**src/rtl/serial_frame_receive.sv**
```systemverilog
// serial_frame_receive: frames a UART byte stream (SYNC, payload, optional
// XOR checksum) and publishes the payload only when a complete good frame
// has been received. Inter-byte timeouts and checksum mismatches drop the frame.
module serial_frame_receive #(
  parameter int unsigned PAYLOAD_BYTES  = 84,
  parameter logic [7:0]  SYNC_BYTE      = 8'hA5,
  parameter bit          CKSUM_EN       = 1'b1,
  parameter int unsigned TIMEOUT_CYCLES = 1000000
) (
  input  logic                       clk,
  input  logic                       rst_n,
  input  logic                       rx_valid,
  input  logic [7:0]                 rx_byte,
  output logic [8*PAYLOAD_BYTES-1:0] payload,
  output logic                       frame_valid,
  output logic                       cksum_err,
  output logic                       timeout_err,
  output logic [15:0]                good_cnt,
  output logic [7:0]                 err_cnt,
  output logic                       busy
);

  localparam int unsigned PW = 8 * PAYLOAD_BYTES;
  localparam int unsigned CW = 8;
  localparam int unsigned TW = $clog2(TIMEOUT_CYCLES + 1);

  typedef enum logic [1:0] {
    S_HUNT    = 2'd0,
    S_PAYLOAD = 2'd1,
    S_CKSUM   = 2'd2
  } state_e;

  state_e          state_q, state_d;
  logic [PW-1:0]   shadow_q, shadow_d;
  logic [PW-1:0]   payload_q, payload_d;
  logic [CW-1:0]   cnt_q, cnt_d;
  logic [7:0]      acc_q, acc_d;
  logic [TW-1:0]   timer_q, timer_d;
  logic            frame_valid_q, frame_valid_d;
  logic            cksum_err_q, cksum_err_d;
  logic            timeout_err_q, timeout_err_d;
  logic [15:0]     good_cnt_q, good_cnt_d;
  logic [7:0]      err_cnt_q, err_cnt_d;
  logic            busy_q, busy_d;

  logic [PW-1:0]   shifted_c;
  logic            last_byte_c;
  logic            expired_c;
  logic            commit_c;
  logic            drop_c;

  // Shift helper: newest byte enters at the LSB, oldest falls off the MSB end.
  always_comb begin
    shifted_c   = PW'({shadow_q, rx_byte});
    last_byte_c = (cnt_q == CW'(PAYLOAD_BYTES - 1));
    expired_c   = (timer_q == TW'(TIMEOUT_CYCLES - 1));
  end

  // Next-state and output logic; a received byte always wins over timer expiry.
  always_comb begin
    state_d       = state_q;
    shadow_d      = shadow_q;
    payload_d     = payload_q;
    cnt_d         = cnt_q;
    acc_d         = acc_q;
    timer_d       = timer_q;
    frame_valid_d = 1'b0;
    cksum_err_d   = 1'b0;
    timeout_err_d = 1'b0;
    good_cnt_d    = good_cnt_q;
    err_cnt_d     = err_cnt_q;
    commit_c      = 1'b0;
    drop_c        = 1'b0;

    unique case (state_q)
      S_HUNT: begin
        if (rx_valid && (rx_byte == SYNC_BYTE)) begin
          state_d  = S_PAYLOAD;
          shadow_d = '0;
          cnt_d    = '0;
          acc_d    = '0;
          timer_d  = '0;
        end
      end

      S_PAYLOAD: begin
        if (rx_valid) begin
          shadow_d = shifted_c;
          acc_d    = acc_q ^ rx_byte;
          cnt_d    = cnt_q + CW'(1);
          timer_d  = '0;
          if (last_byte_c) begin
            if (CKSUM_EN) begin
              state_d = S_CKSUM;
            end else begin
              payload_d = shifted_c;
              commit_c  = 1'b1;
            end
          end
        end else if (expired_c) begin
          timeout_err_d = 1'b1;
          drop_c        = 1'b1;
        end else begin
          timer_d = timer_q + TW'(1);
        end
      end

      S_CKSUM: begin
        if (rx_valid) begin
          timer_d = '0;
          if (rx_byte == acc_q) begin
            payload_d = shadow_q;
            commit_c  = 1'b1;
          end else begin
            cksum_err_d = 1'b1;
            drop_c      = 1'b1;
          end
        end else if (expired_c) begin
          timeout_err_d = 1'b1;
          drop_c        = 1'b1;
        end else begin
          timer_d = timer_q + TW'(1);
        end
      end

      default: begin
        state_d = S_HUNT;
      end
    endcase

    if (commit_c) begin
      frame_valid_d = 1'b1;
      good_cnt_d    = good_cnt_q + 16'd1;
      state_d       = S_HUNT;
    end

    if (drop_c) begin
      if (err_cnt_q != 8'hFF) begin
        err_cnt_d = err_cnt_q + 8'd1;
      end
      state_d = S_HUNT;
    end

    busy_d = (state_d != S_HUNT);
  end

  // State and datapath registers; reset discards any partial frame.
  always_ff @(posedge clk or negedge rst_n) begin
    if (!rst_n) begin
      state_q       <= S_HUNT;
      shadow_q      <= '0;
      payload_q     <= '0;
      cnt_q         <= '0;
      acc_q         <= '0;
      timer_q       <= '0;
      frame_valid_q <= 1'b0;
      cksum_err_q   <= 1'b0;
      timeout_err_q <= 1'b0;
      good_cnt_q    <= '0;
      err_cnt_q     <= '0;
      busy_q        <= 1'b0;
    end else begin
      state_q       <= state_d;
      shadow_q      <= shadow_d;
      payload_q     <= payload_d;
      cnt_q         <= cnt_d;
      acc_q         <= acc_d;
      timer_q       <= timer_d;
      frame_valid_q <= frame_valid_d;
      cksum_err_q   <= cksum_err_d;
      timeout_err_q <= timeout_err_d;
      good_cnt_q    <= good_cnt_d;
      err_cnt_q     <= err_cnt_d;
      busy_q        <= busy_d;
    end
  end

  assign payload     = payload_q;
  assign frame_valid = frame_valid_q;
  assign cksum_err   = cksum_err_q;
  assign timeout_err = timeout_err_q;
  assign good_cnt    = good_cnt_q;
  assign err_cnt     = err_cnt_q;
  assign busy        = busy_q;

endmodule

```
**config.mk**
```make
export PLATFORM = sky130hd
export DESIGN_NAME = serial_frame_receive
export DESIGN_NICKNAME = d
export VERILOG_FILES = /design/src/rtl/serial_frame_receive.sv
export SDC_FILE = /design/constraint.sdc
export NUM_CORES = 2
export LEC_CHECK = 0
export ABC_AREA = 1
export BUFFER_PORTS_ARGS = -buffer_cell sky130_fd_sc_hd__clkbuf_2
export CAP_MARGIN = 15
export CORE_ASPECT_RATIO = 1.75
export CORE_UTILIZATION = 45
export DETAILED_ROUTE_END_ITERATION = 10
export HOLD_SLACK_MARGIN = 0.15
export PLACE_DENSITY = 0.62
export SETUP_SLACK_MARGIN = 0.05
export SLEW_MARGIN = 5
export SYNTH_ARGS = -nofsm -noshare
export SYNTH_HDL_FRONTEND = slang
export SYNTH_SLANG_ARGS = --single-unit
```
**constraint.sdc**
```tcl
create_clock -name clk -period 4.51 [get_ports clk]
set_input_delay 0.451 -clock clk [delete_from_list [all_inputs] [get_ports clk]]
set_output_delay 0.451 -clock clk [all_outputs]
set_load 0.01 [all_outputs]
```
==> results.sh <==
export IMPL_rr_startpoint="state_q[1]"
export IMPL_fin_skew_ns=0.0229
export IMPL_holdPathEnd="timer_q[10]"
export IMPL_avgViaCountPerCell=5.13
export IMPL_fin_crit_ns=2.81
export IMPL_hpwl_um=94800
export IMPL_drt_wl_total_um=139000
export IMPL_holdCritPathClass="in2reg"
export IMPL_cts_hold_fix_buffers=9
export IMPL_tightest_slew_ns=0.921
export IMPL_layout_commonest_cell="dfrtp_1"
export IMPL_timing_rr_end="timer_q[9]"
export IMPL_area_growth_pct=15.8
export IMPL_yosysTopAreaCell="dfrtp_1"
export IMPL_swShare_pct=30.2
export IMPL_synth_compound_area_share_pct=17.9
export IMPL_clk_pin_slew_worst_paths_ns=0.07
export IMPL_syn_area_per_cell_um2=11.1
export IMPL_antenna_found_initial=1
export IMPL_wl_per_cell_um=19.5
export IMPL_cp_arrival_ns=3.42
export IMPL_synth_nets=4915
export IMPL_synth_top_family_by_area="compound AO/OA/AOI/OAI gates"
export IMPL_seq_power_share_pct=48.9
export IMPL_post_cts_buffers=0
export IMPL_max_freq_ghz=0.356
export IMPL_numCtsBuffers=121
export IMPL_finalHoldViolCount=0
export IMPL_nNetsFinal=5523
export IMPL_drive_gt1_share_pct=26.8
export IMPL_coreArea_mm2=0.120
export IMPL_firstDrtPassIters=6
export IMPL_grt_max_degree=139
export IMPL_power_density_mw_per_mm2=519
export IMPL_core_rowCount=168
export IMPL_die_w_um=264
export IMPL_crit_type="reg2reg"
export IMPL_r2r_slack_ns=1.70
export IMPL_drc=0
export IMPL_synth_mux_area_share_pct=0
export IMPL_p_int_mw=22.7
export IMPL_synthAdderAreaFrac_pct=0.185
export IMPL_ios=711
export IMPL_cts_sinks=1410
export IMPL_drv_slew=0
export IMPL_p_leak_nw=31.1
export IMPL_cts_root_buf="clkbuf_16"
export IMPL_ys_seq_area_share_pct=65.1
export IMPL_vdd_drop_max_mv=0.447
export IMPL_clockBufferDepth=3
export IMPL_p_clk_share_pct=33.1
export IMPL_ys_seq_elements=1410
export IMPL_endpoint_kind="register"
export IMPL_p_sw_mw=9.85
export IMPL_grt_ovfl_total=0
export IMPL_crit_fanout=18
export IMPL_grt_pass1_wl_um=218000
export IMPL_rsz0062_at_grt="no"
export IMPL_grt_usage_pct=23.0
export IMPL_vias=36600
export IMPL_die_area_mm2=0.122
export IMPL_yosys_area_top_type_share_pct=65.1
export IMPL_hold_ws_ns=0.273
export IMPL_cap_violations=0
export IMPL_synth_cells=4896
export IMPL_ff2ff_path_depth=10
export IMPL_ys_warn_count=0
export IMPL_htreeDepth=3
export IMPL_clkLatencyLatePin_ns=0.73
export IMPL_min_from="rx_valid"
export IMPL_start_kind="register"
export IMPL_synth_cell_types=30
export IMPL_yosys_area_share_simple_pct=7.33
export IMPL_finalSetupViolations=0
export IMPL_die_h_um=461
export IMPL_tns_ns=0
export IMPL_cts_tree="yes"
export IMPL_crit_required_ns=5.12
export IMPL_ant_nets=0
export IMPL_synth_xor_area_share_pct=0.436
export IMPL_cts_resized_gates=0
export IMPL_syn_area_mm2=0.0542
export IMPL_io_buffers=710
export IMPL_ys_top_cells_by_area="dfrtp_1 (65%), o21ai_2 (8.1%), o22ai_1 (7.8%), nand2_1 (6.0%), inv_1 (5.1%)"
export IMPL_grt_pass1_vias=36100
export IMPL_fin_crit_sh_pct=62.2
export IMPL_p_comb_share_pct=18.1
export IMPL_gp_congestion=0.867
export IMPL_drt_iter0_markers=2827
export IMPL_layout_common_cells="dfrtp_1 (1,410), nand2_1 (861), inv_1 (734)"
export IMPL_relSlewSlack_pct=38.6
export IMPL_min_path_cells=4
export IMPL_status="completed"
export IMPL_initial_utilization_pct=45.3
synth_stat cells, drive strengths merged:
library cell	number
nand2	864
and2	3
nand4	15
clkbuf	82
o22ai	680
o2111ai	1
xor2	20
nor2	66
xnor2	7
dfrtp	1410
inv	744
a21oi	1
nor3	7
ha	8
nand3	55
buf	226
or2	2
o31ai	2
o21ai	703
per-stage QoR:
| step | utilization [%] | worst slack [ns] | power [mW] | cells | instance area [um^2] |
|---|---|---|---|---|---|
| global route | 52.5 | 1.54 | 34.3 | 7135 | 62800 |
| finish | 52.5 | 1.70 | 32.6 | 7135 | 62800 |
| detailed placement | 49.0 | 1.60 | 22.1 | 6902 | 58600 |
| CTS | 52.5 | 1.74 | 32.9 | 7134 | 62800 |
| global placement | 49.0 | 1.60 | 21.9 | 6902 | 58600 |
| floorplan | - | 2.62 | 20.0 | 4896 | 54200 |
final cells by class:
class / instances / area (um^2)
clock inverter: 41 / 469
timing repair buffer: 793 / 4650
multi-input combinational: 2434 / 14000
sequential: 1410 / 35300
clock buffer: 182 / 3630
antenna: 1 / 2.50
tap: 1530 / 1910
inverter: 744 / 2810
fill: 10600 / 56800
worst max-delay path: stages (launching register included):
cell and delay, ns:
dfrtp_1 0.43, inv_1 0.10, ha_1 0.29, buf_4 0.24, nand4_1 0.13, nor2_1 0.14, nand3_1 0.27, nand3_1 0.62
inv_2 0.25, nand3_1 0.15, nand2_1 0.05
worst max-delay path by stage:
stage                     startpoint  cells past startpoint    endpoint  slack (ns)
after floorplan           state_q[1]                     10  err_cnt[0]        2.62
after global placement      rx_valid                      9  timer_q[9]        1.60
after detailed placement    rx_valid                      9  timer_q[4]        1.60
after CTS                 state_q[1]                     10  timer_q[0]        1.74
after global routing      timer_q[0]                     10  timer_q[0]        1.54
final                     state_q[1]                     10  timer_q[9]        1.70
kinds of logic (layout without fill, tap and decap cells):
kind of cell | count (synthesis) | after routing
flip-flops | 1410 | 1410
adder cells (fa/ha/maj) | 8 | 8
buffers and inverters | 1052 | 1760
AND/OR/NAND/NOR | 1012 | 1012
AO/OA/AOI/OAI | 1387 | 1387
other | 0 | 1
XOR/XNOR | 27 | 27
routing by layer:
layer / routed length [um] / GRT usage (%) / vias to the layer above
met5: 0 / 0 / -
met4: 2490 / 5.48 / 0
met1: 59000 / 30.3 / 18100
met3: 13700 / 9.06 / 146
li1: - / - / 17400
met2: 64200 / 35.6 / 1000
power by group through the flow:
stage | Sequential [mW] | Combinational [mW] | Clock (mW)
5_1_grt | 16.2 | 6.63 | 11.5
6_report | 15.9 | 5.89 | 10.8
3_5_place_dp | 16.1 | 5.95 | 0
4_1_cts | 15.9 | 6.01 | 11.0
3_3_place_gp | 16.1 | 5.78 | 0
2_1_floorplan | 16.0 | 4.01 | 0
flip-flops by register name, summed over array words and instances, names as in the netlist, 2 cells and up:
name      cells
err_cnt       8
timer_q      20
payload     672
state_q       2
good_cnt     16
cnt_q         8
shadow_q    672
acc_q         8
Note: power is estimated with default switching activity, not from simulation.
